### src/rtl/vga_scan_gen_pkg.sv
// vga_scan_gen shared definitions.
// Default 640x480@60 timing and display-stage bundle.
package vga_scan_gen_pkg;

  localparam int H_DISP_LEN = 10;
  localparam int V_DISP_LEN = 10;

  localparam int COLOR_R_DEPTH = 4;
  localparam int COLOR_G_DEPTH = 4;
  localparam int COLOR_B_DEPTH = 4;

  localparam int DEF_H_DISP = 640;
  localparam int DEF_H_FP   = 16;
  localparam int DEF_H_SYNC = 96;
  localparam int DEF_H_BP   = 48;
  localparam int DEF_V_DISP = 480;
  localparam int DEF_V_FP   = 10;
  localparam int DEF_V_SYNC = 2;
  localparam int DEF_V_BP   = 33;

  typedef struct packed {
    logic vis;
    logic hs;
    logic vs;
  } disp_t;

endpackage

### src/rtl/vga_scan_gen_if.sv
// Request/display bundle between scan generator
// and the pixel responder.
interface vga_scan_gen_if;
  import vga_scan_gen_pkg::*;

  logic                  en_i;
  logic                  req_en_o;
  logic [H_DISP_LEN-1:0] req_h_addr_o;
  logic [V_DISP_LEN-1:0] req_v_addr_o;
  logic                  frame_start_o;
  logic                  line_start_o;
  logic                  h_sync_o;
  logic                  v_sync_o;
  logic                  disp_o;

  modport master (
    input  en_i,
    output req_en_o,
    output req_h_addr_o,
    output req_v_addr_o,
    output frame_start_o,
    output line_start_o,
    output h_sync_o,
    output v_sync_o,
    output disp_o
  );

  modport slave (
    output en_i,
    input  req_en_o,
    input  req_h_addr_o,
    input  req_v_addr_o,
    input  frame_start_o,
    input  line_start_o,
    input  h_sync_o,
    input  v_sync_o,
    input  disp_o
  );

endinterface

### src/rtl/vga_delay_line.sv
// Width/depth shift register with synchronous flush.
// Depth 0 passes the input straight through.
module vga_delay_line #(
  parameter int             W     = 1,
  parameter int             DEPTH = 1,
  parameter logic [W-1:0]   IDLE  = '0
) (
  input  logic         clk,
  input  logic         flush,
  input  logic [W-1:0] d,
  output logic [W-1:0] q
);

  if (DEPTH == 0) begin : g_pass
    logic unused_pass;
    assign unused_pass = ^{clk, flush};
    assign q = d;
  end else begin : g_pipe
    logic [W-1:0] pipe [DEPTH];

    always_ff @(posedge clk) begin
      if (flush) begin
        for (int i = 0; i < DEPTH; i++)
          pipe[i] <= IDLE;
      end else begin
        pipe[0] <= d;
        for (int i = 1; i < DEPTH; i++)
          pipe[i] <= pipe[i-1];
      end
    end

    assign q = pipe[DEPTH-1];
  end

endmodule

### src/rtl/vga_scan_gen.sv
// VGA scan-timing initiator: counters, pixel requests
// and LEAD-delayed sync/visible outputs.
module vga_scan_gen
  import vga_scan_gen_pkg::*;
#(
  parameter int   H_DISP   = DEF_H_DISP,
  parameter int   H_FP     = DEF_H_FP,
  parameter int   H_SYNC   = DEF_H_SYNC,
  parameter int   H_BP     = DEF_H_BP,
  parameter int   V_DISP   = DEF_V_DISP,
  parameter int   V_FP     = DEF_V_FP,
  parameter int   V_SYNC   = DEF_V_SYNC,
  parameter int   V_BP     = DEF_V_BP,
  parameter logic SYNC_POL = 1'b0,
  parameter int   LEAD     = 1
) (
  input  logic           clk,
  input  logic           rst,
  vga_scan_gen_if.master bus
);

  localparam int H_TOT = H_DISP + H_FP + H_SYNC + H_BP;
  localparam int V_TOT = V_DISP + V_FP + V_SYNC + V_BP;
  localparam int HW    = $clog2(H_TOT);
  localparam int VW    = $clog2(V_TOT);

  localparam logic [HW-1:0] H_VIS  = HW'(H_DISP);
  localparam logic [HW-1:0] HS_LO  = HW'(H_DISP + H_FP);
  localparam logic [HW-1:0] HS_HI  = HW'(H_DISP + H_FP + H_SYNC - 1);
  localparam logic [HW-1:0] H_LAST = HW'(H_TOT - 1);
  localparam logic [VW-1:0] V_VIS  = VW'(V_DISP);
  localparam logic [VW-1:0] VS_LO  = VW'(V_DISP + V_FP);
  localparam logic [VW-1:0] VS_HI  = VW'(V_DISP + V_FP + V_SYNC - 1);
  localparam logic [VW-1:0] V_LAST = VW'(V_TOT - 1);

  localparam disp_t IDLE = '{vis: 1'b0, hs: ~SYNC_POL, vs: ~SYNC_POL};

  logic                  halt;
  logic                  run;
  logic [HW-1:0]         hc;
  logic [VW-1:0]         vc;
  logic                  vis;
  logic                  hs_on;
  logic                  vs_on;
  logic                  req_en;
  logic [H_DISP_LEN-1:0] req_h;
  logic [V_DISP_LEN-1:0] req_v;
  logic                  fs;
  logic                  ls;
  logic                  hs_r;
  logic                  vs_r;
  disp_t                 raw;
  disp_t                 lead_q;

  assign halt  = rst | ~bus.en_i;
  assign vis   = (hc < H_VIS) && (vc < V_VIS);
  assign hs_on = (hc >= HS_LO) && (hc <= HS_HI);
  assign vs_on = (vc >= VS_LO) && (vc <= VS_HI);

  // run holds the counters at (0,0) for one edge after
  // start, so (0,0) is requested on the second edge.
  always_ff @(posedge clk) begin
    if (halt) begin
      run    <= 1'b0;
      hc     <= '0;
      vc     <= '0;
      req_en <= 1'b0;
      req_h  <= '0;
      req_v  <= '0;
      fs     <= 1'b0;
      ls     <= 1'b0;
      hs_r   <= ~SYNC_POL;
      vs_r   <= ~SYNC_POL;
    end else begin
      run <= 1'b1;
      if (run) begin
        if (hc == H_LAST) begin
          hc <= '0;
          vc <= (vc == V_LAST) ? '0 : vc + VW'(1);
        end else begin
          hc <= hc + HW'(1);
        end
      end
      req_en <= run && vis;
      req_h  <= (run && vis) ? H_DISP_LEN'(hc) : '0;
      req_v  <= (run && vis) ? V_DISP_LEN'(vc) : '0;
      fs     <= run && (hc == '0) && (vc == '0);
      ls     <= run && (hc == '0) && (vc < V_VIS);
      hs_r   <= (run && hs_on) ? SYNC_POL : ~SYNC_POL;
      vs_r   <= (run && vs_on) ? SYNC_POL : ~SYNC_POL;
    end
  end

  assign raw = '{vis: req_en, hs: hs_r, vs: vs_r};

  vga_delay_line #(
    .W     ($bits(disp_t)),
    .DEPTH (LEAD),
    .IDLE  (IDLE)
  ) u_lead (
    .clk   (clk),
    .flush (halt),
    .d     (raw),
    .q     (lead_q)
  );

  assign bus.req_en_o      = req_en;
  assign bus.req_h_addr_o  = req_h;
  assign bus.req_v_addr_o  = req_v;
  assign bus.frame_start_o = fs;
  assign bus.line_start_o  = ls;
  assign bus.disp_o        = lead_q.vis;
  assign bus.h_sync_o      = lead_q.hs;
  assign bus.v_sync_o      = lead_q.vs;

endmodule
### src/flat_wrapper.sv
// flat-port wrapper written by rule: the top's interface ports become plain ports
module vga_scan_gen_flat import vga_scan_gen_pkg::*;
#(
  parameter int   H_DISP   = DEF_H_DISP,
  parameter int   H_FP     = DEF_H_FP,
  parameter int   H_SYNC   = DEF_H_SYNC,
  parameter int   H_BP     = DEF_H_BP,
  parameter int   V_DISP   = DEF_V_DISP,
  parameter int   V_FP     = DEF_V_FP,
  parameter int   V_SYNC   = DEF_V_SYNC,
  parameter int   V_BP     = DEF_V_BP,
  parameter logic SYNC_POL = 1'b0,
  parameter int   LEAD     = 1
)
  (clk, rst, bus_en_i, bus_req_en_o, bus_req_h_addr_o, bus_req_v_addr_o, bus_frame_start_o, bus_line_start_o, bus_h_sync_o, bus_v_sync_o, bus_disp_o);
  vga_scan_gen_if bus_i ();
  input  logic clk;
  input  logic rst;
  input wire logic [$bits(bus_i.en_i)-1:0] bus_en_i;
  output wire logic [$bits(bus_i.req_en_o)-1:0] bus_req_en_o;
  output wire logic [$bits(bus_i.req_h_addr_o)-1:0] bus_req_h_addr_o;
  output wire logic [$bits(bus_i.req_v_addr_o)-1:0] bus_req_v_addr_o;
  output wire logic [$bits(bus_i.frame_start_o)-1:0] bus_frame_start_o;
  output wire logic [$bits(bus_i.line_start_o)-1:0] bus_line_start_o;
  output wire logic [$bits(bus_i.h_sync_o)-1:0] bus_h_sync_o;
  output wire logic [$bits(bus_i.v_sync_o)-1:0] bus_v_sync_o;
  output wire logic [$bits(bus_i.disp_o)-1:0] bus_disp_o;
  assign bus_i.en_i = bus_en_i;
  assign bus_req_en_o = bus_i.req_en_o;
  assign bus_req_h_addr_o = bus_i.req_h_addr_o;
  assign bus_req_v_addr_o = bus_i.req_v_addr_o;
  assign bus_frame_start_o = bus_i.frame_start_o;
  assign bus_line_start_o = bus_i.line_start_o;
  assign bus_h_sync_o = bus_i.h_sync_o;
  assign bus_v_sync_o = bus_i.v_sync_o;
  assign bus_disp_o = bus_i.disp_o;
  vga_scan_gen #(.H_DISP(H_DISP), .H_FP(H_FP), .H_SYNC(H_SYNC), .H_BP(H_BP), .V_DISP(V_DISP), .V_FP(V_FP), .V_SYNC(V_SYNC), .V_BP(V_BP), .SYNC_POL(SYNC_POL), .LEAD(LEAD)) u_core (.clk(clk), .rst(rst), .bus(bus_i));
endmodule
### config.mk
export PLATFORM = sky130hd
export DESIGN_NAME = vga_scan_gen_flat
export DESIGN_NICKNAME = d
export VERILOG_FILES = /design/src/rtl/vga_scan_gen_pkg.sv /design/src/rtl/vga_scan_gen_if.sv /design/src/rtl/vga_delay_line.sv /design/src/rtl/vga_scan_gen.sv /design/src/flat_wrapper.sv
export SDC_FILE = /design/constraint.sdc
export NUM_CORES = 1
export LEC_CHECK = 0
export CELL_PAD_IN_SITES_DETAIL_PLACEMENT = 0
export CELL_PAD_IN_SITES_GLOBAL_PLACEMENT = 2
export CORE_ASPECT_RATIO = 1.25
export CORE_MARGIN = 3
export CORE_UTILIZATION = 37
export CTS_BUF_LIST = sky130_fd_sc_hd__clkbuf_4 sky130_fd_sc_hd__clkbuf_8
export DETAILED_ROUTE_END_ITERATION = 12
export HOLD_SLACK_MARGIN = 0.1
export PLACE_DENSITY = 0.85
export SLEW_MARGIN = 20
export SYNTH_ARGS = -nofsm -noshare
export SYNTH_HDL_FRONTEND = slang
export SYNTH_SLANG_ARGS = --single-unit
### constraint.sdc
create_clock -name clk -period 4.3 [get_ports clk]
set_input_delay 0.645 -clock clk [delete_from_list [all_inputs] [get_ports clk]]
set_output_delay 0.645 -clock clk [all_outputs]
set_load 0.02 [all_outputs]
==> reports/qor.yml <==
power_density_nw_per_um2: 363
setup_violations: 0
grtUsageMet3_pct: 3.40
hold_viol: 0
fin_tns_setup_ns: 0
core_area_um2: 4830
period_share_pct: 54.7
synth_cell_type_count: 43
clk_latency_ns: 0.30
crit_family: "simple AND/OR/NAND/NOR gates"
placed_area_um2: 2210
grtUsageTotal_pct: 13.7
syn_area_per_cell_um2: 9.96
synthFlopType: "dfxtp_1"
required_ns: 4.54
drt-vias-per-instance: 5.00
die_w_um: 70.1
drcViolationCount: 0
use_met1_pct: 14.7
status: "finished clean"
fp.dieArea_um2: 6040
wire_per_inst_um: 13.9
fin_area_um2: 2350
start_util_pct: 39.3
numCtsBuffers: 5
power_mw: 0.853
clkTransAtPathRegs_ns: 0.08
slew_headroom_pct: 47.8
arrival_ns: 2.60
cts_root_buf: "clkbuf_8"
nets: 225
cts_setup_buffers: 0
wirelength_um: 3870
path_max_fanout: 15
min_path_type: "reg2reg"
max_stage_delay_ns: 0.59
fin_util_pct: 48.6
syn_area_um2: 1900
final_common_cell: "dfxtp_1"
grt_start_max_net_pins: 16
p_leak_nw: 0.809
cp-start-kind: "primary input"
skew_ns: 0.00319
globalplace.congestion: 0.777
clock_sinks: 49
tightest_slew_ns: 0.774
htreeDepth: 2
io_buffer_count: 28
cts_hold_buffers: 0
post_cts_resized: 0
cap_violations: 0
yosys_warnings: 0
antenna_found_initial: 0
cts_buffer_depth: 2
use_met2_pct: 24.7
synthCells: 191
end_kind: "flip-flop"
synth_edf_count: 0
fmax_mhz: 425
maxSlewViolCount: 0
hold_slack_ns: 0.442
drt-initial-drc-count: 54
syn2layout_area_growth_pct: 23.5
busiest_layer: "met2"
layout_common_cells: "49 x dfxtp_1, 28 x clkdlybuf4s50_1, 17 x nor2_1"
period_needed_ns: 2.35
async_flop_share_pct: 0
crit_buf_inv: 2
cts_tree: "yes"
ant_nets: 0
rows: 28
rsz0062_at_grt: "false"
slowest_stage: "nor3_2"
grt_overflow: 0
dr.pass1.iters: 4
drive_above_1_share_pct: 8.26
ys_ff_latch: 49
ir_worst_vdd_v: 0.000208
grt_pass1_wl_um: 6490
fp.dieH_um: 86.2
hpwl_um: 2860
worst-setup-path-type: "in2reg"
pin_count: 29
vias: 1389
n_antenna_cell: 0
yosysSeqAreaShare_pct: 51.6
path_cells: "clkdlybuf4s50_1 -> nand2b_1 -> clkinv_1 -> nand3_1 -> nor3_2 -> and2_2"
grt_pass1_vias: 1378
syn_nets: 199
[per-stage QoR]
step | cells | worst slack, ns
2_1_floorplan | 191 | 2.40
3_3_place_gp | 270 | 1.34
3_5_place_dp | 270 | 1.21
4_1_cts | 278 | 1.52
5_1_grt | 278 | 1.75
6_report | 278 | 1.95
[sequential cells by signal (all words and copies together), names as in the netlist]
signal and count:
u_core.bus.req_h_addr_o 10, u_core.bus.req_v_addr_o 10, u_core.hc 10, u_core.vc 10
u_core.u_lead.g_pipe.pipe 3, u_core.bus.frame_start_o 1, u_core.bus.line_start_o 1, u_core.bus.req_en_o 1
u_core.hs_r 1, u_core.run 1, u_core.vs_r 1
[routing by layer]
layer  wire length [µm]  share of wire [%]
met1               1620                 42
met2               2020                 52
met3                108                2.8
met4                122                3.1
met5                  0                  0
[worst reg2reg max path: cells and delay by family (launching register included)]
| kind | cells | cell delay, ns |
|---|---|---|
| AO/OA/AOI/OAI | 1 | 0.64 |
| adder cells (fa/ha/maj) | 1 | 0.28 |
| flip-flops | 1 | 0.39 |
| AND/OR/NAND/NOR | 3 | 0.74 |
[worst paths after layout]
path | from | endpoint | slack (ns) | depth (start not counted)
worst max-delay path | rst | u_core.bus.req_h_addr_o[2] | 1.95 | 6
worst min-delay path | u_core.vs_r | u_core.u_lead.g_pipe.pipe[0][0] | 0.44 | 1
worst max register to register | u_core.hc[0] | u_core.vc[3] | 2.12 | 5
worst min register to register | u_core.vs_r | u_core.u_lead.g_pipe.pipe[0][0] | 0.44 | 1
[synthesized netlist by cell type, types with 5 or more instances]
library cell | number | area share [%]
nand3_1 | 8 | 2.1
nand2_1 | 5 | 0.99
ha_1 | 5 | 3.3
buf_2 | 5 | 1.3
nor3_1 | 6 | 1.6
nor4_1 | 9 | 3.0
nand4_1 | 6 | 2.0
nor2_1 | 17 | 3.4
xnor2_1 | 9 | 4.1
dfxtp_1 | 49 | 52
inv_1 | 8 | 1.6
and2_1 | 14 | 4.6
[final cells by class]
| type | count | area, µm² |
|---|---|---|
| clock buffer | 5 | 68.8 |
| clock inverter | 3 | 65.1 |
| fill | 457 | 2490 |
| inverter | 9 | 33.8 |
| multi-input combinational | 124 | 845 |
| sequential | 49 | 981 |
| tap | 60 | 75.1 |
| timing repair buffer | 28 | 280 |
[kinds of logic (layout without fill, tap and decap cells)]
group / count (synthesis) / after routing / synth area share, %
mux: 3 / 3 / 1.64
fa+ha+maj: 5 / 5 / 3.29
xor+xnor: 13 / 13 / 5.99
simple gates: 89 / 89 / 28.5
buf+inv: 18 / 45 / 4.28
other cells: 1 / 1 / 0.197
compound gates: 13 / 13 / 4.54
flops: 49 / 49 / 51.6
[power by group]
group          leakage, nW  internal (mW)  switching, mW
registers            0.396          0.456        0.00233
clock network       0.0681          0.231          0.148
logic                0.345        0.00636        0.00970
Power figures use the tool's default switching activity.
